<file path="src/rtl/riscv_proc_ctrl_mem_arb.sv">
// Shares one memory request port between fetch and data requesters, bounding in-flight requests
// with a credit count and steering in-order responses by a source-tag FIFO. Option: RISCV_MEM_ARB_RR_EN.
module riscv_proc_ctrl_mem_arb #(
    parameter int LIMIT = 4
) (
    input  logic                         clk,
    input  logic                         reset,
    input  logic                         imem_req_val,
    output logic                         imem_req_rdy,
    input  logic                         dmem_req_val,
    output logic                         dmem_req_rdy,
    output logic                         mem_req_val,
    input  logic                         mem_req_rdy,
    output logic                         mem_req_sel,
    input  logic                         mem_resp_val,
    output logic                         imem_resp_val,
    output logic                         dmem_resp_val,
    output logic [$clog2(LIMIT+1)-1:0]   outstanding,
    output logic                         idle,
    output logic                         err
);

    localparam int CW = $clog2(LIMIT + 1);
    localparam int PW = (LIMIT > 1) ? $clog2(LIMIT) : 1;
    localparam logic [CW-1:0] LIMIT_C  = CW'(LIMIT);
    localparam logic [PW-1:0] PTR_LAST = PW'(LIMIT - 1);

    logic [CW-1:0]    count_q, count_d;
    logic [PW-1:0]    head_q, head_d;
    logic [PW-1:0]    tail_q, tail_d;
    logic [LIMIT-1:0] tags_q, tags_d;
    logic             last_q, last_d;
    logic             err_q, err_d;

    logic full, fire, rsp, sel, head_tag;

    assign full     = (count_q == LIMIT_C);
    assign idle     = (count_q == '0);
    assign head_tag = tags_q[head_q];

    // Grant; with no requester the last grant is held so the datapath mux stays put.
    always_comb begin
        sel = last_q;
        if (imem_req_val && dmem_req_val) begin
`ifdef RISCV_MEM_ARB_RR_EN
            sel = ~last_q;
`else
            sel = 1'b1;
`endif
        end else if (imem_req_val) begin
            sel = 1'b0;
        end else if (dmem_req_val) begin
            sel = 1'b1;
        end
    end

    assign mem_req_val   = (imem_req_val || dmem_req_val) && !full;
    assign imem_req_rdy  = mem_req_rdy && !full && !sel;
    assign dmem_req_rdy  = mem_req_rdy && !full && sel;
    assign mem_req_sel   = sel;
    assign fire          = mem_req_val && mem_req_rdy;
    assign rsp           = mem_resp_val && !idle;
    assign imem_resp_val = rsp && !head_tag;
    assign dmem_resp_val = rsp && head_tag;
    assign outstanding   = count_q;
    assign err           = err_q;

    always_comb begin
        count_d = count_q;
        head_d  = head_q;
        tail_d  = tail_q;
        tags_d  = tags_q;
        last_d  = last_q;
        err_d   = err_q | (mem_resp_val && idle);
        if (fire) begin
            tags_d[tail_q] = sel;
            tail_d         = (tail_q == PTR_LAST) ? '0 : tail_q + PW'(1);
            last_d         = sel;
        end
        if (rsp) begin
            head_d = (head_q == PTR_LAST) ? '0 : head_q + PW'(1);
        end
        // The counter alone tracks occupancy; pointers never compare against each other.
        case ({fire, rsp})
            2'b10:   count_d = count_q + CW'(1);
            2'b01:   count_d = count_q - CW'(1);
            default: count_d = count_q;
        endcase
    end

    always_ff @(posedge clk) begin
        if (reset) begin
            count_q <= '0;
            head_q  <= '0;
            tail_q  <= '0;
            tags_q  <= '0;
            last_q  <= 1'b1;
            err_q   <= 1'b0;
        end else begin
            count_q <= count_d;
            head_q  <= head_d;
            tail_q  <= tail_d;
            tags_q  <= tags_d;
            last_q  <= last_d;
            err_q   <= err_d;
        end
    end

endmodule

</file>
<file path="config.mk">
export PLATFORM = sky130hd
export DESIGN_NAME = riscv_proc_ctrl_mem_arb
export DESIGN_NICKNAME = d
export VERILOG_FILES = /design/src/rtl/riscv_proc_ctrl_mem_arb.sv
export SDC_FILE = /design/constraint.sdc
export NUM_CORES = 1
export LEC_CHECK = 0
export BUFFER_PORTS_ARGS = -buffer_cell sky130_fd_sc_hd__buf_2
export CAP_MARGIN = 20
export CORE_MARGIN = 3
export CORE_UTILIZATION = 45
export DETAILED_ROUTE_END_ITERATION = 16
export GPL_TIMING_DRIVEN = 0
export PLACE_DENSITY_LB_ADDON = 0.05
export RECOVER_POWER = 25
export SYNTH_ARGS = -nofsm -noshare
export SYNTH_HDL_FRONTEND = slang
export SYNTH_SLANG_ARGS = --single-unit
</file>
<file path="constraint.sdc">
create_clock -name clk -period 2.32 [get_ports clk]
set_clock_uncertainty 0.15 [all_clocks]
set_input_delay 0.232 -clock clk [delete_from_list [all_inputs] [get_ports clk]]
set_output_delay 0.232 -clock clk [all_outputs]
set_load 0.05 [all_outputs]
</file>
==> results_dict.tcl, run 1 <==
set metrics [dict create \
    antenna_found_initial 0 \
    arrival_ps 2290 \
    cts_root_buf "clkbuf_4" \
    ys_warn_count 0 \
    dieArea_um2 2110 \
    layout_commonest_cell "buf_2" \
    path_class "flip-flop to flip-flop" \
    core_um2 1400 \
    hold_buffers 0 \
    avgRoutedWirePerCell_um 12.5 \
    yosysUniqueCellTypes 26 \
    ys_seq_area_frac 0.362 \
    drt_wl_total_um 1600 \
    synthTopCellsByArea "dfxtp_1 36%, ha_1 10%, nor2_1 5.2%, a311oi_1 4.9%, inv_1 4.7%" \
    cts_tree "done" \
    synthAdderAreaFrac 0.132 \
    synth-simple-area-share 0.167 \
    track_usage 0.164 \
    crit_start "outstanding[1]" \
    layout_common_cells "13 x buf_2, 12 x buf_4, 10 x dfxtp_1" \
    diodes 0 \
    dp.cells 112 \
    worstMarginPinSlew_ps 595 \
    fill_cells 119 \
    synth_xor_xnor_area_share 0.0244 \
    finalSetupViolCount 0 \
    rows 13 \
    synth-async-reset-ratio 0 \
    netlist_area_um2 718 \
    avgSynthCellArea_um2 8.87 \
    drcViolationCount 0 \
    status "finished, final reports clean" \
    portBuffers 16 \
    startpoint_type "flip-flop" \
    synth_top_family_by_area "compound AO/OA/AOI/OAI gates" \
    clk_path_buf_depth 2 \
    critPathCaptureType "flip-flop" \
    fin_cells 128 \
    start_util 0.513 \
    place_congestion 0.701 \
    hold_violations 0 \
    grt_pass1_vias 587 \
    synth-seq-cells 13 \
    slew-limit-headroom 0.605 \
    synth_top_area_cell "dfxtp_1" \
    cts-htree-levels 1 \
    dr.pass1.iters 2 \
    synth.top_cell.area_share 0.362 \
    crit_fanout 4 \
    power_density_nw_per_um2 1260 \
    timing.rr.start "outstanding[1]" \
    ir_drop_uv 1080 \
    drtIter0Drc 8 \
    routed_via_density 5.52 \
    hold_path_class "input port to flip-flop" \
    finalCritPeriodShare 0.962 \
    synth-edff-count 0 \
    syn_inst 81 \
    maxCapViolations 0 \
    synth_nets 94 \
    fin_crit_ps 2230 \
    synth_compound_area_frac 0.200 \
    dp_hpwl_um 1100 \
    antenna_left 0 \
    final_cell_area_um2 965 \
    num_vias 707 \
    grt-ovfl-total 0 \
    cts_buffers 3 \
    placed_cell_area_um2 832 \
    drive_gt1_frac 0.354 \
    final_max_slew_viol_count 0 \
    synth_mux_area_frac 0.0453 \
    holdCritStartpoint "reset" \
    die_x_um 46.0 \
    clk_latency_ps 280 \
    fmax_ghz 0.448 \
    clock-sinks 13 \
    fp.dieH_um 46.0 \
    p_leak_nw 0.426 \
    io_pins 17 \
    syn_to_final_growth_pct 34.3 \
    clk_pin_slew_ps 80 \
    final_nets 127 \
    grt_pass1_wl_um 2500 \
    synth_ff_type "dfxtp_1" \
    grt_max_degree 11 \
    critPathRequiredTime_ps 2380 \
]
-- stage by stage --
| step | utilization | power [mW] | worst slack (ps) | TNS (ps) | hold slack [ps] |
|---|---|---|---|---|---|
| after floorplan | - | 0.816 | 0.904 | 0 | 154 |
| after global placement | 0.595 | 0.926 | -34.8 | -34.8 | 297 |
| after detailed placement | 0.595 | 0.941 | -89.8 | -89.8 | 306 |
| after CTS | 0.653 | 1.14 | 0.813 | 0 | 18.4 |
| after global routing | 0.690 | 1.30 | -20.8 | -20.8 | 25.5 |
| final | 0.690 | 1.21 | 87.9 | 0 | 27.3 |
-- kinds of logic (layout without fill, tap and decap cells) --
| kind of cell | count (synthesis) | in the layout |
|---|---|---|
| xor+xnor | 2 | 2 |
| flops | 13 | 13 |
| mux | 2 | 2 |
| simple gates | 24 | 24 |
| buf+inv | 11 | 43 |
| fa+ha+maj | 7 | 7 |
| compound gates | 22 | 22 |
-- sequential cells by signal, summed over array words and instances (netlist names) --
signal / count
tags_q: 4
tail_q: 2
head_q: 2
outstanding: 3
err: 1
last_q: 1
-- timing repair --
item | 4_1_cts | 5_1_grt
gates cloned | 0 | 0
buffers inserted | 6 | 6
pin swaps | 2 | 4
endpoints found under the setup margin | 1 | 1
resized for setup | 3 | 5
-- worst max-delay path: stages (launching register included) --
cell and delay, ps:
dfxtp_4 370, nor3b_4 280, nor2_4 70, inv_2 50, ha_2 170, inv_1 50, fa_2 330, xor2_1 150
or3_2 420, a21oi_2 120
-- worst paths after layout --
path	end	slack, ps	cells after the start
max	outstanding[2]	90	9
min	tags_q[2]	30	2
max reg2reg	outstanding[2]	90	9
min reg2reg	last_q	320	2
-- per-layer routing --
metal / GRT usage / share of wire / vias up
li1: - / - / 355
met1: 0.213 / 0.46 / 337
met2: 0.258 / 0.49 / 13
met3: 0.0356 / 0.040 / 2
met4: 0.0682 / 0.013 / 0
met5: 0 / 0 / -
-- Yosys cell counts, types with 2 or more instances --
cell type	instances
o21ai_0	4
a311oi_1	4
nand3_1	2
nor3_1	2
nand2_1	4
nor2_1	10
dfxtp_1	13
inv_1	9
a21oi_1	6
ha_1	6
a31oi_1	5
xor2_1	2
-- final cells by class --
type | count | area (µm²) | area share
multi-input combinational | 57 | 440 | 0.457
sequential | 13 | 272 | 0.281
timing repair buffer | 28 | 166 | 0.173
inverter | 9 | 33.8 | 0.0350
clock buffer | 4 | 26.3 | 0.0272
tap | 15 | 18.8 | 0.0195
buffer | 2 | 7.51 | 0.00778
-- where the power goes --
| group | leakage (nW) | internal [mW] | switching (mW) |
|---|---|---|---|
| clock | 0.0150 | 0.0667 | 0.0788 |
| combinational | 0.303 | 0.271 | 0.462 |
| sequential | 0.109 | 0.286 | 0.0511 |
No activity file was read; power rests on OpenSTA's default activity.
==> run 2: changes to the inputs <==
- BUFFER_PORTS_ARGS: -buffer_cell sky130_fd_sc_hd__buf_2 -> unset
- CORE_UTILIZATION: 45 -> 53
- DONT_BUFFER_PORTS: unset -> 1
- SKIP_LAST_GASP: unset -> 1
==> run 2 against run 1 <==
Effect of this change:
- non-clock buffer count fell by 19
- sequential share of layout area is 1.6 points higher
- global-route usage increased by 3.4 points
- register-to-register slack got worse by 50 ps
- final area shrank 7.1%
- total power is 10% lower
- hold slack better by 43 ps
- critical path type unchanged
==> results_dict.tcl, run 2 (synthesis gave the netlist of run 1 again) <==
set metrics [dict create \
    grt-ovfl-total 0 \
    final_nets 108 \
    reg2reg_to "outstanding[2]" \
    io_pins 17 \
    grt_pass1_wl_um 2730 \
    endpoint "outstanding[2]" \
    rsz0062_at_grt "true" \
    finalCritPeriodShare 0.985 \
    grt_max_degree 11 \
    diodes 0 \
    path_class "flip-flop to flip-flop" \
    cts_tree "done" \
    drive_gt1_frac 0.223 \
    layout_commonest_cell "dfxtp_1" \
    power_density_nw_per_um2 1210 \
    start_util 0.605 \
    critPathRequiredTime_ps 2370 \
    crit_fanout 7 \
    largest_register "tags_q" \
    portBuffers 0 \
    worstMarginPinSlew_ps 918 \
    dpl_worst_slack_ps -187 \
    arrival_ps 2340 \
    drt_wl_total_um 1580 \
    slew-limit-headroom 0.386 \
    track_usage 0.198 \
    critPathCaptureType "flip-flop" \
    drtIter0Drc 13 \
    hold_violations 0 \
    cts_root_buf "clkbuf_4" \
    num_vias 620 \
    startpoint_type "flip-flop" \
    final_max_slew_viol_count 0 \
    finalSetupViolCount 0 \
    r2r_cells 9 \
    avgRoutedWirePerCell_um 14.6 \
    hold_path_class "input port to flip-flop" \
    antenna_found_initial 0 \
    timing.rr.start "outstanding[2]" \
    clk_latency_ps 270 \
    p_leak_nw 0.354 \
    fp.dieH_um 42.8 \
    antenna_left 0 \
    crit_start "outstanding[2]" \
    place_congestion 0.714 \
    dp_hpwl_um 1030 \
    reg2reg_slack_ps 40 \
    ir_drop_uv 838 \
    grt_pass1_vias 596 \
    fin_ws_ps 35.4 \
    largest_reg_flops 4 \
    fmax_ghz 0.438 \
    drcViolationCount 0 \
    total_power_mw 1.09 \
    clk_path_buf_depth 2 \
    routed_via_density 5.74 \
    fin_crit_ps 2280 \
    clk_pin_slew_ps 80 \
    cts-htree-levels 1 \
    cts_buffers 3 \
    syn_to_final_growth_pct 24.7 \
    maxCapViolations 0 \
    clock-sinks 13 \
    fin_tns_setup_ps 0 \
    layout_common_cells "10 x dfxtp_1, 9 x inv_1, 7 x nor2_1" \
    die_x_um 42.8 \
    status "finished, final reports clean" \
    rows 12 \
    dr.pass1.iters 4 \
    core_um2 1190 \
    dieArea_um2 1830 \
]
==> run 2: cell types whose count changed in the layout (fill, tap and decap cells not counted), moves of 2 or more <==
cell,delta
buf_2,-13
buf_4,-9
dlygate4sd3_1,+6
clkbuf_1,-4
dfxtp_2,+2
dfxtp_4,-2
nor2_1,-2
nor2_2,+2
==> run 2: cell type report <==
cell class	instances	area [µm²]
multi-input combinational	57	454
fill	96	290
sequential	13	267
timing repair buffer	9	82.6
inverter	9	33.8
clock buffer	4	26.3
tap	14	17.5
buffer	2	15.0
==> run 2: power breakdown <==
group,internal (mW),total (mW),switching (mW),leakage [nW]
logic,0.184,0.489,0.305,0.231
clock network,0.0666,0.139,0.0720,0.0150
registers,0.280,0.461,0.181,0.108
total,0.531,1.09,0.557,0.354
==> run 2: per-stage QoR <==
stage	cell area, µm²	instances	hold slack (ps)	utilization
3_5_place_dp	756	95	167	0.637
2_1_floorplan	733	81	154	-
6_report	896	108	70.8	0.755
5_1_grt	896	108	86.5	0.755
4_1_cts	885	108	89.5	0.746
3_3_place_gp	751	95	158	0.633
==> run 2: repair_timing <==
action | 4_1_cts | 5_1_grt
resized for setup | 6 | 2
hold buffers | 6 | 0
hold endpoints to repair | 4 | 0
buffers inserted | 3 | 0
pin swaps | 3 | 0
endpoints found under the setup margin | 2 | 3
==> run 2: per-layer routing <==
layer | track usage | up-vias | wire length, µm
li1 | - | 314 | -
met4 | 0.112 | 0 | 46
met2 | 0.293 | 20 | 737
met1 | 0.245 | 280 | 707
met3 | 0.0678 | 6 | 84
met5 | 0 | - | 0
==> run 2: worst min-delay path by stage <==
| stage | from | endpoint | slack [ps] | cells past startpoint |
|---|---|---|---|---|
| 2_1_floorplan | reset | tags_q[2] | 150 | 1 |
| 3_3_place_gp | reset | tags_q[2] | 160 | 1 |
| 3_5_place_dp | reset | tags_q[2] | 170 | 1 |
| 4_1_cts | mem_resp_val | head_q[0] | 90 | 3 |
| 5_1_grt | mem_resp_val | head_q[0] | 90 | 3 |
| 6_report | mem_resp_val | head_q[1] | 70 | 3 |
==> run 2: critical path: stages, from the launching register on <==
cell,delay (ps)
dfxtp_4,490
nor3b_4,290
nor2_4,60
inv_1,70
ha_2,170
inv_1,50
fa_2,330
xor2_1,150
or3_4,320
a21oi_2,120
==> run 3: changes to the inputs <==
- CORE_ASPECT_RATIO: unset -> 0.8
- CORE_UTILIZATION: 53 -> 29
==> run 3 against run 2 <==
Effect of this change:
- total power grew 2.3%
- via count down 1.5%
- clock power is essentially flat
- first-iteration DRC count rose by 62%
- register-to-register slack improved by 70 ps
- sequential share of layout area barely moved
- critical path depth stayed put
- worst setup slack improved by 66 ps
- global-route usage is 7.6 points lower
- combinational power grew 4%
- die area is 70% higher
- final area increased by 1.8%
- largest power group unchanged
==> results_dict.tcl, run 3 (synthesis gave the netlist of run 1 again) <==
set metrics [dict create \
    clock-sinks 13 \
    combinationalPowerShare 0.455 \
    fmax_ghz 0.451 \
    drt_wl_total_um 1590 \
    syn_to_final_growth_pct 27.0 \
    portBuffers 0 \
    clk_pin_slew_ps 80 \
    cts_tree "done" \
    final_cell_area_um2 912 \
    critPathTopFamily "simple AND/OR/NAND/NOR gates" \
    routed_via_density 5.18 \
    grt_pass1_wl_um 2790 \
    io_pins 17 \
    slew-limit-headroom 0.379 \
    largest_register "tags_q" \
    p_seq_frac 0.418 \
    finalCritPeriodShare 0.956 \
    fp.dieH_um 50.5 \
    p_sw_frac 0.505 \
    arrival_ps 2270 \
    antenna_found_initial 0 \
    place_congestion 0.700 \
    grt_pass1_vias 584 \
    final_max_slew_viol_count 0 \
    crit_chain "nor3b_4 > nor2_4 > inv_2 > ha_4 > inv_2 > fa_2 > xor2_1 > or3_4 > a21oi_2" \
    rows 15 \
    dieArea_um2 3110 \
    dp.cells 106 \
    worstMarginPinSlew_ps 930 \
    rsz0062_at_grt "true" \
    clk_latency_ps 270 \
    status "finished, final reports clean" \
    intPower_mw 0.551 \
    layout_commonest_cell "dfxtp_1" \
    critPathCaptureType "flip-flop" \
    hold_path_class "input port to flip-flop" \
    routed.top_layer "met4" \
    final_nets 107 \
    dr.pass1.iters 4 \
    p_leak_nw 0.346 \
    critPathRequiredTime_ps 2370 \
    path_class "flip-flop to flip-flop" \
    start_util 0.319 \
    cp_slowest_cell "dfxtp_4" \
    fin_crit_ps 2220 \
    layout_common_cells "10 x dfxtp_1, 8 x nor2_1, 7 x inv_1" \
    track_usage 0.122 \
    hold_violations 0 \
    wl_met3_um 73 \
    finalSetupViolCount 0 \
    drcViolationCount 0 \
    dp_hpwl_um 1150 \
    crit_fanout 7 \
    placed_cell_area_um2 769 \
    fill_cells 236 \
    ir_drop_uv 633 \
    num_vias 611 \
    total_power_mw 1.11 \
    core_um2 2250 \
    drtIter0Drc 21 \
    p_switching_mw 0.563 \
    m1WireLength_um 756 \
    dpl_worst_slack_ps -171 \
    wl_met2_um 743 \
    power_density_nw_per_um2 1220 \
    drive_gt1_frac 0.237 \
    clk_path_buf_depth 2 \
    fin_ws_ps 102 \
    path_buf_inv 2 \
    maxCapViolations 0 \
    startpoint_type "flip-flop" \
    grt-ovfl-total 0 \
    cts_buffers 3 \
    antenna_left 0 \
    largest_reg_flops 4 \
    critPathMostFrequentCell "inv_2" \
    grt_max_degree 11 \
    pwr-share-clk 0.127 \
    cts_root_buf "clkbuf_4" \
    avgRoutedWirePerCell_um 13.4 \
    die_x_um 61.6 \
    cts-htree-levels 1 \
    diodes 0 \
    fin_cells 118 \
    slowest_delay_ps 490 \
]
==> run 3: power groups by stage <==
stage | clock network (mW) | logic [mW] | registers (mW)
after floorplan | 0 | 0.380 | 0.436
after global placement | 0 | 0.426 | 0.456
after detailed placement | 0 | 0.435 | 0.460
after CTS | 0.152 | 0.502 | 0.468
after global routing | 0.169 | 0.553 | 0.476
final | 0.141 | 0.507 | 0.465
==> run 3: tightest hold or removal path, stage by stage <==
cell,delay (ps)
o31ai_4,80
nand2_1,70
a21oi_1,50
==> run 3: path summary, 6_finish.rpt <==
path / slack [ps] / cells past startpoint / to / startpoint
setup / recovery: 100 / 9 / outstanding[2] / outstanding[2]
hold / removal: 60 / 3 / head_q[0] / mem_resp_val
setup reg to reg: 100 / 9 / outstanding[2] / outstanding[2]
hold reg to reg: 360 / 2 / head_q[0] / head_q[0]
==> run 3: final cells by class <==
class | count | area [µm²] | area share
Multi-Input combinational cell | 57 | 462 | 0.506
Sequential cell | 13 | 272 | 0.298
Timing Repair Buffer | 8 | 72.6 | 0.0796
Inverter | 9 | 33.8 | 0.0370
Tap cell | 25 | 31.3 | 0.0343
Clock buffer | 4 | 26.3 | 0.0288
Buffer | 2 | 15.0 | 0.0165
==> run 3: routing by layer <==
metal / up-vias / GRT usage
li1: 311 / -
met4: 0 / 0.0318
met2: 9 / 0.174
met3: 2 / 0.0566
met5: - / 0
met1: 289 / 0.163
==> run 3: stage by stage <==
step / utilization / setup TNS, ps / hold WS [ps]
floorplan: - / 0 / 154
global placement: 0.339 / -179 / 157
detailed placement: 0.342 / -171 / 160
CTS: 0.402 / 0 / 42.7
global route: 0.405 / -20.6 / 64.8
finish: 0.405 / 0 / 58.8
==> run 3: what timing repair did <==
action	in CTS	in global routing
resized for setup	10	2
hold endpoints to repair	4	0
pin swaps	5	2
hold buffers	5	0
endpoints found under the setup margin	1	2
setup buffers	3	0
